**config.mk**
```make
export PLATFORM = sky130hd
export DESIGN_NAME = spi_note_tx
export DESIGN_NICKNAME = d
export VERILOG_FILES = /design/src/rtl/midi_spi_pkg.sv /design/src/rtl/spi_bit_timer.sv /design/src/rtl/spi_note_tx.sv
export SDC_FILE = /design/constraint.sdc
export NUM_CORES = 1
export LEC_CHECK = 0
export ABC_AREA = 1
export CORE_ASPECT_RATIO = 2
export CORE_MARGIN = 8
export CORE_UTILIZATION = 51
export DETAILED_ROUTE_END_ITERATION = 10
export PLACE_DENSITY = 0.81
export SYNTH_ARGS = -nofsm -noshare
export SYNTH_HDL_FRONTEND = slang
export SYNTH_HIERARCHICAL = 1
export SYNTH_SLANG_ARGS = --single-unit
```
**constraint.sdc**
```tcl
create_clock -name clk -period 4.6 [get_ports clk]
set_clock_uncertainty 0.2 [all_clocks]
set_input_delay 0.69 -clock clk [delete_from_list [all_inputs] [get_ports clk]]
set_output_delay 0.69 -clock clk [all_outputs]
set_load 0.01 [all_outputs]
```
**src/rtl/midi_spi_pkg.sv**
```systemverilog
// Shared note-event SPI frame format and transmit FSM state encodings.
// The same constants are used by the receiving spi_controller, so frames stay bit-exact.
package midi_spi_pkg;

    localparam int FRAME_BITS = 24;
    localparam int VOICE_MSB  = 23;
    localparam int VOICE_LSB  = 16;
    localparam int STATUS_BIT = 15;
    localparam int NOTE_MSB   = 14;
    localparam int NOTE_LSB   = 8;
    localparam int PAD_BIT    = 7;
    localparam int VEL_MSB    = 6;
    localparam int VEL_LSB    = 0;

    // Bit counter runs FRAME_BITS-1 down to 0.
    localparam int BIT_CNT_W  = 5;

    typedef enum logic [1:0] {
        ST_IDLE = 2'd0,
        ST_LOW  = 2'd1,
        ST_HIGH = 2'd2,
        ST_GAP  = 2'd3
    } spi_state_e;

    // Assemble one note event into its on-wire frame; the pad bit is always zero.
    function automatic logic [FRAME_BITS-1:0] pack_note_frame(
        input logic       status,
        input logic [7:0] voice,
        input logic [6:0] note,
        input logic [6:0] vel
    );
        logic [FRAME_BITS-1:0] frame;
        frame                     = '0;
        frame[VOICE_MSB:VOICE_LSB] = voice;
        frame[STATUS_BIT]          = status;
        frame[NOTE_MSB:NOTE_LSB]   = note;
        frame[PAD_BIT]             = 1'b0;
        frame[VEL_MSB:VEL_LSB]     = vel;
        return frame;
    endfunction

endpackage

```
**src/rtl/spi_bit_timer.sv**
```systemverilog
// Half-period timer for the SPI transmitter: tick is high in the last clk cycle of
// each CLK_DIV-cycle SCLK half-period. The FSM pulses reload on every state entry.
module spi_bit_timer #(
    parameter int CLK_DIV = 4
) (
    input  logic clk,
    input  logic reset,
    input  logic reload,
    output logic tick
);

    localparam int              CNT_W    = $clog2(CLK_DIV + 1);
    localparam logic [CNT_W-1:0] LOAD_VAL = CNT_W'(CLK_DIV - 1);

    logic [CNT_W-1:0] cnt_q, cnt_d;

    // Reload on request, otherwise count down and hold at zero (never wraps).
    always_comb begin
        cnt_d = cnt_q;
        if (reload) begin
            cnt_d = LOAD_VAL;
        end else if (cnt_q != '0) begin
            cnt_d = cnt_q - 1'b1;
        end
    end

    // Counter register.
    always_ff @(posedge clk or negedge reset) begin
        if (!reset) begin
            cnt_q <= '0;
        end else begin
            cnt_q <= cnt_d;
        end
    end

    assign tick = (cnt_q == '0);

endmodule

```
**src/rtl/spi_note_tx.sv**
```systemverilog
// SPI transmit end of the note-event link: one note event per valid/ready handshake,
// sent as a 24-bit mode-0 frame (MSB first) followed by an idle gap with SCLK low.
// Optional feature macro SPI_NOTE_TX_CS_EN adds an active-low chip select SPI_cs_n.
module spi_note_tx
    import midi_spi_pkg::*;
#(
    parameter int CLK_DIV    = 4,
    parameter int GAP_CYCLES = 32
) (
    input  logic       clk,
    input  logic       reset,
    input  logic       in_valid,
    output logic       in_ready,
    input  logic       note_status,
    input  logic [7:0] voice_index,
    input  logic [6:0] midi_note,
    input  logic [6:0] velocity,
    output logic       SPI_sclk,
    output logic       SPI_mosi,
    output logic       busy,
    output logic       frame_done
`ifdef SPI_NOTE_TX_CS_EN
    ,
    output logic       SPI_cs_n
`endif
);

    localparam int               GAP_W    = $clog2(GAP_CYCLES + 1);
    localparam logic [GAP_W-1:0] GAP_LOAD = GAP_W'(GAP_CYCLES - 1);

    spi_state_e              state_q, state_d;
    logic [FRAME_BITS-1:0]   shift_q, shift_d;
    logic [BIT_CNT_W-1:0]    bit_cnt_q, bit_cnt_d;
    logic [GAP_W-1:0]        gap_cnt_q, gap_cnt_d;
    logic                    sclk_q, sclk_d;
    logic                    mosi_q, mosi_d;
    logic                    half_tick;
    logic                    timer_reload;

    spi_bit_timer #(
        .CLK_DIV (CLK_DIV)
    ) u_bit_timer (
        .clk    (clk),
        .reset  (reset),
        .reload (timer_reload),
        .tick   (half_tick)
    );

    // Next-state logic: handshake, bit sequencing, shift and gap timing.
    // NOTE: every variable gets a default before the case, so no path can infer a latch.
    always_comb begin
        state_d   = state_q;
        shift_d   = shift_q;
        bit_cnt_d = bit_cnt_q;
        gap_cnt_d = gap_cnt_q;
        unique case (state_q)
            ST_IDLE: begin
                if (in_valid) begin
                    shift_d   = pack_note_frame(note_status, voice_index, midi_note, velocity);
                    bit_cnt_d = BIT_CNT_W'(FRAME_BITS - 1);
                    state_d   = ST_LOW;
                end
            end
            ST_LOW: begin
                if (half_tick) begin
                    state_d = ST_HIGH;
                end
            end
            ST_HIGH: begin
                if (half_tick) begin
                    shift_d = {shift_q[FRAME_BITS-2:0], 1'b0};
                    if (bit_cnt_q == '0) begin
                        gap_cnt_d = GAP_LOAD;
                        state_d   = ST_GAP;
                    end else begin
                        bit_cnt_d = bit_cnt_q - 1'b1;
                        state_d   = ST_LOW;
                    end
                end
            end
            ST_GAP: begin
                if (gap_cnt_q == '0) begin
                    state_d = ST_IDLE;
                end else begin
                    gap_cnt_d = gap_cnt_q - 1'b1;
                end
            end
            default: begin
                state_d = ST_IDLE;
            end
        endcase
    end

    // Line levels are decoded from the next state so the pins come straight from flops.
    always_comb begin
        sclk_d       = (state_d == ST_HIGH);
        mosi_d       = ((state_d == ST_LOW) || (state_d == ST_HIGH)) && shift_d[FRAME_BITS-1];
        timer_reload = (state_d != state_q);
    end

    // State, datapath and output registers.
    // NOTE: non-blocking assignments so every flop samples the pre-edge values.
    always_ff @(posedge clk or negedge reset) begin
        if (!reset) begin
            state_q   <= ST_IDLE;
            shift_q   <= '0;
            bit_cnt_q <= '0;
            gap_cnt_q <= '0;
            sclk_q    <= 1'b0;
            mosi_q    <= 1'b0;
        end else begin
            state_q   <= state_d;
            shift_q   <= shift_d;
            bit_cnt_q <= bit_cnt_d;
            gap_cnt_q <= gap_cnt_d;
            sclk_q    <= sclk_d;
            mosi_q    <= mosi_d;
        end
    end

    assign SPI_sclk   = sclk_q;
    assign SPI_mosi   = mosi_q;
    assign in_ready   = (state_q == ST_IDLE);
    assign busy       = ~in_ready;
    assign frame_done = (state_q == ST_GAP) && (gap_cnt_q == '0);

`ifdef SPI_NOTE_TX_CS_EN
    logic cs_n_q, cs_n_d;

    // Chip select is low from the accept edge until GAP is entered.
    always_comb begin
        cs_n_d = (state_d == ST_IDLE) || (state_d == ST_GAP);
    end

    // Chip select register.
    always_ff @(posedge clk or negedge reset) begin
        if (!reset) begin
            cs_n_q <= 1'b1;
        end else begin
            cs_n_q <= cs_n_d;
        end
    end

    assign SPI_cs_n = cs_n_q;
`endif

endmodule
```
==> results of run 1 <==
worst max path at each step:
stage                 start          to
3_3_place_gp       in_valid    SPI_mosi
5_1_grt        gap_cnt_q[0]  frame_done
3_5_place_dp       in_valid    SPI_mosi
2_1_floorplan  gap_cnt_q[0]  frame_done
6_report       gap_cnt_q[0]  frame_done
4_1_cts        gap_cnt_q[0]  frame_done
per-stage QoR:
step                      hold slack (ps)  power (µW)  std cells
final                                 276        1330        321
after global routing                  310        1440        321
after CTS                             277        1340        321
after detailed placement              258        1090        313
after global placement                255        1080        313
after floorplan                       194         947        238
cells by family after synthesis:
| group | after synthesis |
|---|---|
| buffers and inverters | 38 |
| DFF | 42 |
| and+or+nand+nor | 110 |
| adders and majority gates | 5 |
| AOI/OAI and AO/OA | 39 |
| xor gates and xnor gates | 4 |
Yosys cell counts (all sizes together):
cell type | n | area (µm²)
clkinv | 1 | 3.75
clkbuf | 2 | 7.51
nand2 | 77 | 312
xor2 | 3 | 26.3
nor3 | 2 | 10.0
o21ai | 12 | 60.1
ha | 5 | 62.6
buf | 4 | 30.0
a21oi | 3 | 22.5
nor2 | 16 | 67.6
inv | 31 | 116
dfrtp | 42 | 1050
nand3b | 1 | 7.51
or2 | 2 | 12.5
a22oi | 23 | 178
a22o | 1 | 8.76
nand3 | 12 | 72.6
xnor2 | 1 | 8.76
power by group through the flow:
| stage | sequential, µW | clock [µW] | combinational (µW) |
|---|---|---|---|
| 3_3_place_gp | 594 | 0 | 481 |
| 3_5_place_dp | 598 | 0 | 497 |
| 5_1_grt | 608 | 265 | 569 |
| 2_1_floorplan | 582 | 0 | 366 |
| 6_report | 591 | 241 | 498 |
| 4_1_cts | 591 | 249 | 502 |
worst max-delay path, stage by stage, from the launching register on:
cell and delay (ps):
dfrtp_1 360, inv_1 130, ha_1 200, inv_1 70, nor2_1 100, nand3_1 140, nor2_1 130, clkdlybuf4s50_1 550
per-layer routing:
| layer | up-vias | global-route usage [%] | wire length, µm |
|---|---|---|---|
| li1 | 823 | - | - |
| met1 | 760 | 14.1 | 1680 |
| met2 | 34 | 24.1 | 2260 |
| met3 | 4 | 3.53 | 166 |
| met4 | 0 | 7.39 | 48 |
| met5 | - | 0 | 0 |
registers in the layout, indices dropped and copies added, names as in the netlist:
signal,count
shift_q,24
gap_cnt_q,6
bit_cnt_q,5
u_bit_timer/cnt_q,3
state_q,2
SPI_mosi,1
SPI_sclk,1
layout make-up:
type | instances | area share [%]
Clock inverter | 2 | 0.506
Sequential cell | 42 | 42.5
Clock buffer | 6 | 3.34
Inverter | 32 | 4.86
Multi-Input combinational cell | 158 | 34.3
Timing Repair Buffer | 30 | 11.9
Tap cell | 51 | 2.58
placed cells by master (no fill, tap or decap), types with 6 or more instances in the layout:
| master | n |
|---|---|
| inv_1 | 25 |
| nand3_1 | 11 |
| o21ai_0 | 10 |
| clkbuf_8 | 6 |
| nand2_1 | 72 |
| clkdlybuf4s50_1 | 29 |
| dfrtp_1 | 42 |
| nor2_1 | 13 |
| a22oi_1 | 22 |
| inv_2 | 6 |
==> run summary, run 1 <==
CTS buffer count -> 5
DR pass1 iterations -> 4
Logic pwr share -> 37.4%
fin area -> 2470 µm²
final hold vios -> 0
Syn Inst Count -> 238
clock power share -> 18.1%
NumNets Final -> 300
Max VDD drop -> 0.369 mV
Lkg Pwr -> 0.00127 µW
Hold/Removal Path Class -> reg2reg
hold path startpoint -> shift_q[23]
Placed Area -> 2380 µm²
period utilisation layout -> 62.0%
Slew @ Worst Pin -> 922 ps
Clk Latency, worst-skew pair -> 290 ps
Synth Area per Inst -> 8.64 µm²
Critical Path RT -> 3710 ps
via count -> 1621
hold-fix buffers at CTS -> 0
fill count -> 341
Area Overhead vs Synth -> 20.3%
die width -> 60.9 µm
fmax -> 351 MHz
worst-path fanout max -> 5
critical path arrival -> 1960 ps
# setup viols final -> 0
share of cells above drive strength 1 -> 10.4%
clk sinks -> 42
dpl hpwl -> 3.02 mm
hold endpoint -> shift_q[23]
Longest Clk Path Bufs -> 2
final setup TNS -> 0 ps
number of global-route vias before repair -> 1706
Reg2Reg Setup Slack -> 2340 ps
H-tree depth -> 2
xor/xnor share of the synthesized area -> 1.70%
Psw -> 500 µW
largest net degree at the start of global routing -> 43
Seq/Total Area, Yosys -> 51.1%
first-pass GRT wire length -> 6.93 mm
worst hold path stage count -> 2
status -> completed
startpoint type of the worst setup path -> flip-flop
critical path class -> reg2out
Core ar. -> 3880 µm²
ANT cells -> 0
Tmin final -> 2850 ps
die footprint -> 6440 µm²
row count -> 32
Post-Synth Simple-Gate Area -> 23.4%
drt total wl -> 4.16 mm
cts repair resizes -> 0
Setup WS post-layout -> 1750 ps
FF+latch area -> 1050 µm²
io pins -> 31
Overall Global Routing Usage -> 13.8%
max_cap viols -> 0
CTS Root Cell -> clkbuf_8
Die Span Y -> 106 µm
# Post-CTS Setup Buffers -> 0
RSZ-0062 raised after global routing -> false
Crit. End Element -> primary output
Mapped Area -> 2060 µm²
First DRT Iteration DRCs -> 50
Initial Util -> 53.0%
clock slew at reported path FFs -> 80 ps
Max Slew Vio Count -> 0
worst r2r src -> u_bit_timer/cnt_q[0]
RePlAce Congestion -> 0.825
Worst Setup Slack post-DPL -> 1990 ps
DRC Markers -> 0
mux contribution to synthesized area -> 0%
Routed Antenna Nets -> 0
main combinational cell family by area after synthesis -> simple AND/OR/NAND/NOR gates
Yosys cell types -> 27
R2R depth -> 11
final core occ -> 63.7%
Synth Register Bits -> 42
complex-gate fraction of the synthesized area -> 13.1%
Vias/cell -> 5.05
Post-Syn Nets -> 269
Seq pwr share -> 44.4%
Reg2Reg Capture Point -> u_bit_timer/cnt_q[2]
internal power -> 831 µW
adder-cell share of the synthesized area -> 3.04%
normalized max-slew margin -> 38.5%
number of port buffers -> 30
antenna violations before repair -> 0
sw frac -> 37.6%
CTS tree -> built
routed length per instance -> 13.0 µm
Synth Warn # -> 6
area of the multi-input gates -> 848 µm²
pwr/cell area -> 538 nW/µm²
total gr overflow -> 0
(Power assumes the default switching activity.)
==> inputs of run 2 (changes only) <==
- CORE_UTILIZATION: 51 -> 48
- PLACE_DENSITY: 0.81 -> 0.8
- clock period: 4.6 -> 2.4 ns (I/O delays scaled with it)
==> run 2 against run 1 <==
Clock power grew to 2.7 times the previous value. Combinational power grew 93%. Via count grew 3.3%. First-iteration DRC count grew 84%. Utilization shrank 1.8 points. Critical path type unchanged. Critical endpoint unchanged. Largest power group unchanged.
==> run summary, run 2 (synthesized netlist as in run 1, its figures left out) <==
die footprint -> 6760 µm² (+4.9%)
Logic pwr share -> 34.8% (-2.6 points)
number of port buffers -> 30 (unchanged)
worst r2r src -> u_bit_timer/cnt_q[0]
ANT cells -> 0 (unchanged)
RePlAce Congestion -> 0.853 (+3.5%)
Overall Global Routing Usage -> 13.4% (-0.46 points)
critical path arrival -> 1610 ps (-350 ps)
pwr/cell area -> 1080 nW/µm² (+100%)
Slew @ Worst Pin -> 401 ps (-522 ps)
FF+latch area -> 1050 µm² (unchanged)
sw frac -> 35.3% (-2.3 points)
Critical Path RT -> 1840 ps (-1870 ps)
Longest Clk Path Bufs -> 2 (unchanged)
Regs by FF count -> shift_q: 24 flops, gap_cnt_q: 6 flops, bit_cnt_q: 5 flops
max_cap viols -> 0 (unchanged)
internal power -> 1780 µW (+110%)
Clk Latency, worst-skew pair -> 290 ps (about the same)
Hold/Removal Path Class -> reg2reg
First DRT Iteration DRCs -> 92 (+84%)
Tmin final -> 2170 ps
DRC Markers -> 0 (unchanged)
DR pass1 iterations -> 4 (unchanged)
RSZ-0062 raised after global routing -> false
worst-path fanout max -> 5 (unchanged)
H-tree depth -> 2 (unchanged)
Max Slew Vio Count -> 0 (unchanged)
hold path startpoint -> shift_q[18]
CTS buffer count -> 5 (unchanged)
Seq pwr share -> 41.2% (-3.2 points)
critical path class -> reg2out
CTS Root Cell -> clkbuf_8
Cell Count, Final, Fillers Out -> 325 (+1.2%)
# setup viols final -> 0 (unchanged)
CTS tree -> built
Crit. End Element -> primary output
antenna violations before repair -> 0 (unchanged)
total gr overflow -> 0 (unchanged)
Largest register FFs -> 24 (unchanged)
# Post-CTS Setup Buffers -> 0 (unchanged)
clk sinks -> 42 (unchanged)
row count -> 33 (+3.1%)
Max VDD drop -> 0.838 mV (+130%)
Vias/cell -> 5.15 (+2.1%)
area of the multi-input gates -> 848 µm² (unchanged)
Psw -> 973 µW (+95%)
routed length per instance -> 13.0 µm (+0.29%)
Initial Util -> 49.8% (-3.1 points)
final total power -> 2760 µW (+110%)
crit-path most repeated cell -> nor2_1
fill count -> 356 (+4.4%)
normalized max-slew margin -> 73.3% (+35 points)
share of cells above drive strength 1 -> 11.4% (+0.98 points)
startpoint type of the worst setup path -> flip-flop
number of global-route vias before repair -> 1780 (+4.3%)
final setup TNS -> 0 ps (unchanged)
fmax -> 460 MHz
max incr delay on CP -> 380 ps (-170 ps)
final hold vios -> 0 (unchanged)
via count -> 1675 (+3.3%)
Lkg Pwr -> 0.00132 µW (+3.4%)
clock slew at reported path FFs -> 80 ps (about the same)
most frequent cells in the layout -> 72 x nand2_1, 42 x dfrtp_1, 28 x clkdlybuf4s50_1
clock power share -> 23.9% (+5.8 points)
Worst path slowest cell -> dfrtp_1
first-pass GRT wire length -> 7.44 mm (+7.3%)
Area Overhead vs Synth -> 24.1%
Reg with most FFs -> shift_q
dpl cells -> 316 (+0.96%)
io pins -> 31 (unchanged)
Die Span Y -> 109 µm (+2.6%)
status -> completed
dpl hpwl -> 3.08 mm (+2.1%)
Routed Antenna Nets -> 0 (unchanged)
most common cell after layout, fill and taps aside -> nand2_1
largest net degree at the start of global routing -> 43 (unchanged)
drt total wl -> 4.22 mm (+1.5%)
critical path cell sequence -> inv_2 > ha_1 > inv_1 > nor2_1 > nand3_1 > nor2_1 > dlygate4sd2_1
die width -> 62.3 µm (+2.3%)
NumNets Final -> 303 (+1.0%)
Core ar. -> 4130 µm² (+6.3%)
period utilisation layout -> 90.6%
Crit. Startpoint -> gap_cnt_q[0]
[run 2: critical path: cells and delay by family (launching register included)]
kind                       cells  cell delay [ps]
DFF                            1              380
buffers and inverters          3              430
and+or+nand+nor                3              330
adders and majority gates      1              170
[run 2: final cells by class]
class | instances | share of cell area (%)
Clock buffer | 5 | 2.69
Clock inverter | 3 | 2.69
Inverter | 32 | 4.70
Multi-Input combinational cell | 158 | 33.2
Sequential cell | 42 | 41.2
Tap cell | 52 | 2.55
Timing Repair Buffer | 33 | 13.0
[run 2: power by group through the flow]
stage          clock [µW]  combinational, µW  sequential [µW]
2_1_floorplan           0                701             1110
3_3_place_gp            0                936             1130
3_5_place_dp            0                963             1140
4_1_cts               677                971             1130
5_1_grt               703               1110             1170
6_report              659                960             1140
[run 2: what timing repair did]
| action | in CTS | in global routing |
|---|---|---|
| hold endpoints to repair | 42 | 0 |
| hold buffers | 1 | 0 |
| resized for setup | 2 | 0 |
| endpoints found under the setup margin | 1 | 0 |
[run 2: per-layer routing]
layer / GRT usage, % / part of all wire [%] / routed length [µm]
met1: 12.8 / 40 / 1680
met2: 25.7 / 53 / 2250
met5: 0 / 0 / 0
met3: 3.42 / 4.7 / 200
met4: 6.57 / 2.1 / 89
[run 2: worst paths after layout]
check	endpoint	slack, ps	cells after the start
max	frame_done	230	7
min	shift_q[18]	280	2
max reg2reg	SPI_mosi	300	11
min reg2reg	shift_q[18]	280	2
max in group asynchronous	gap_cnt_q[3]	1440	3
min in group asynchronous	shift_q[14]	360	3
[run 2: through the flow]
stage	instance area (µm²)	utilization [%]	hold WS, ps	worst slack (ps)
floorplan	2060	-	-136	537
global placement	2410	58.3	149	267
detailed placement	2410	58.3	150	210
CTS	2550	61.8	287	206
global route	2550	61.8	303	62.6
finish	2550	61.8	281	225
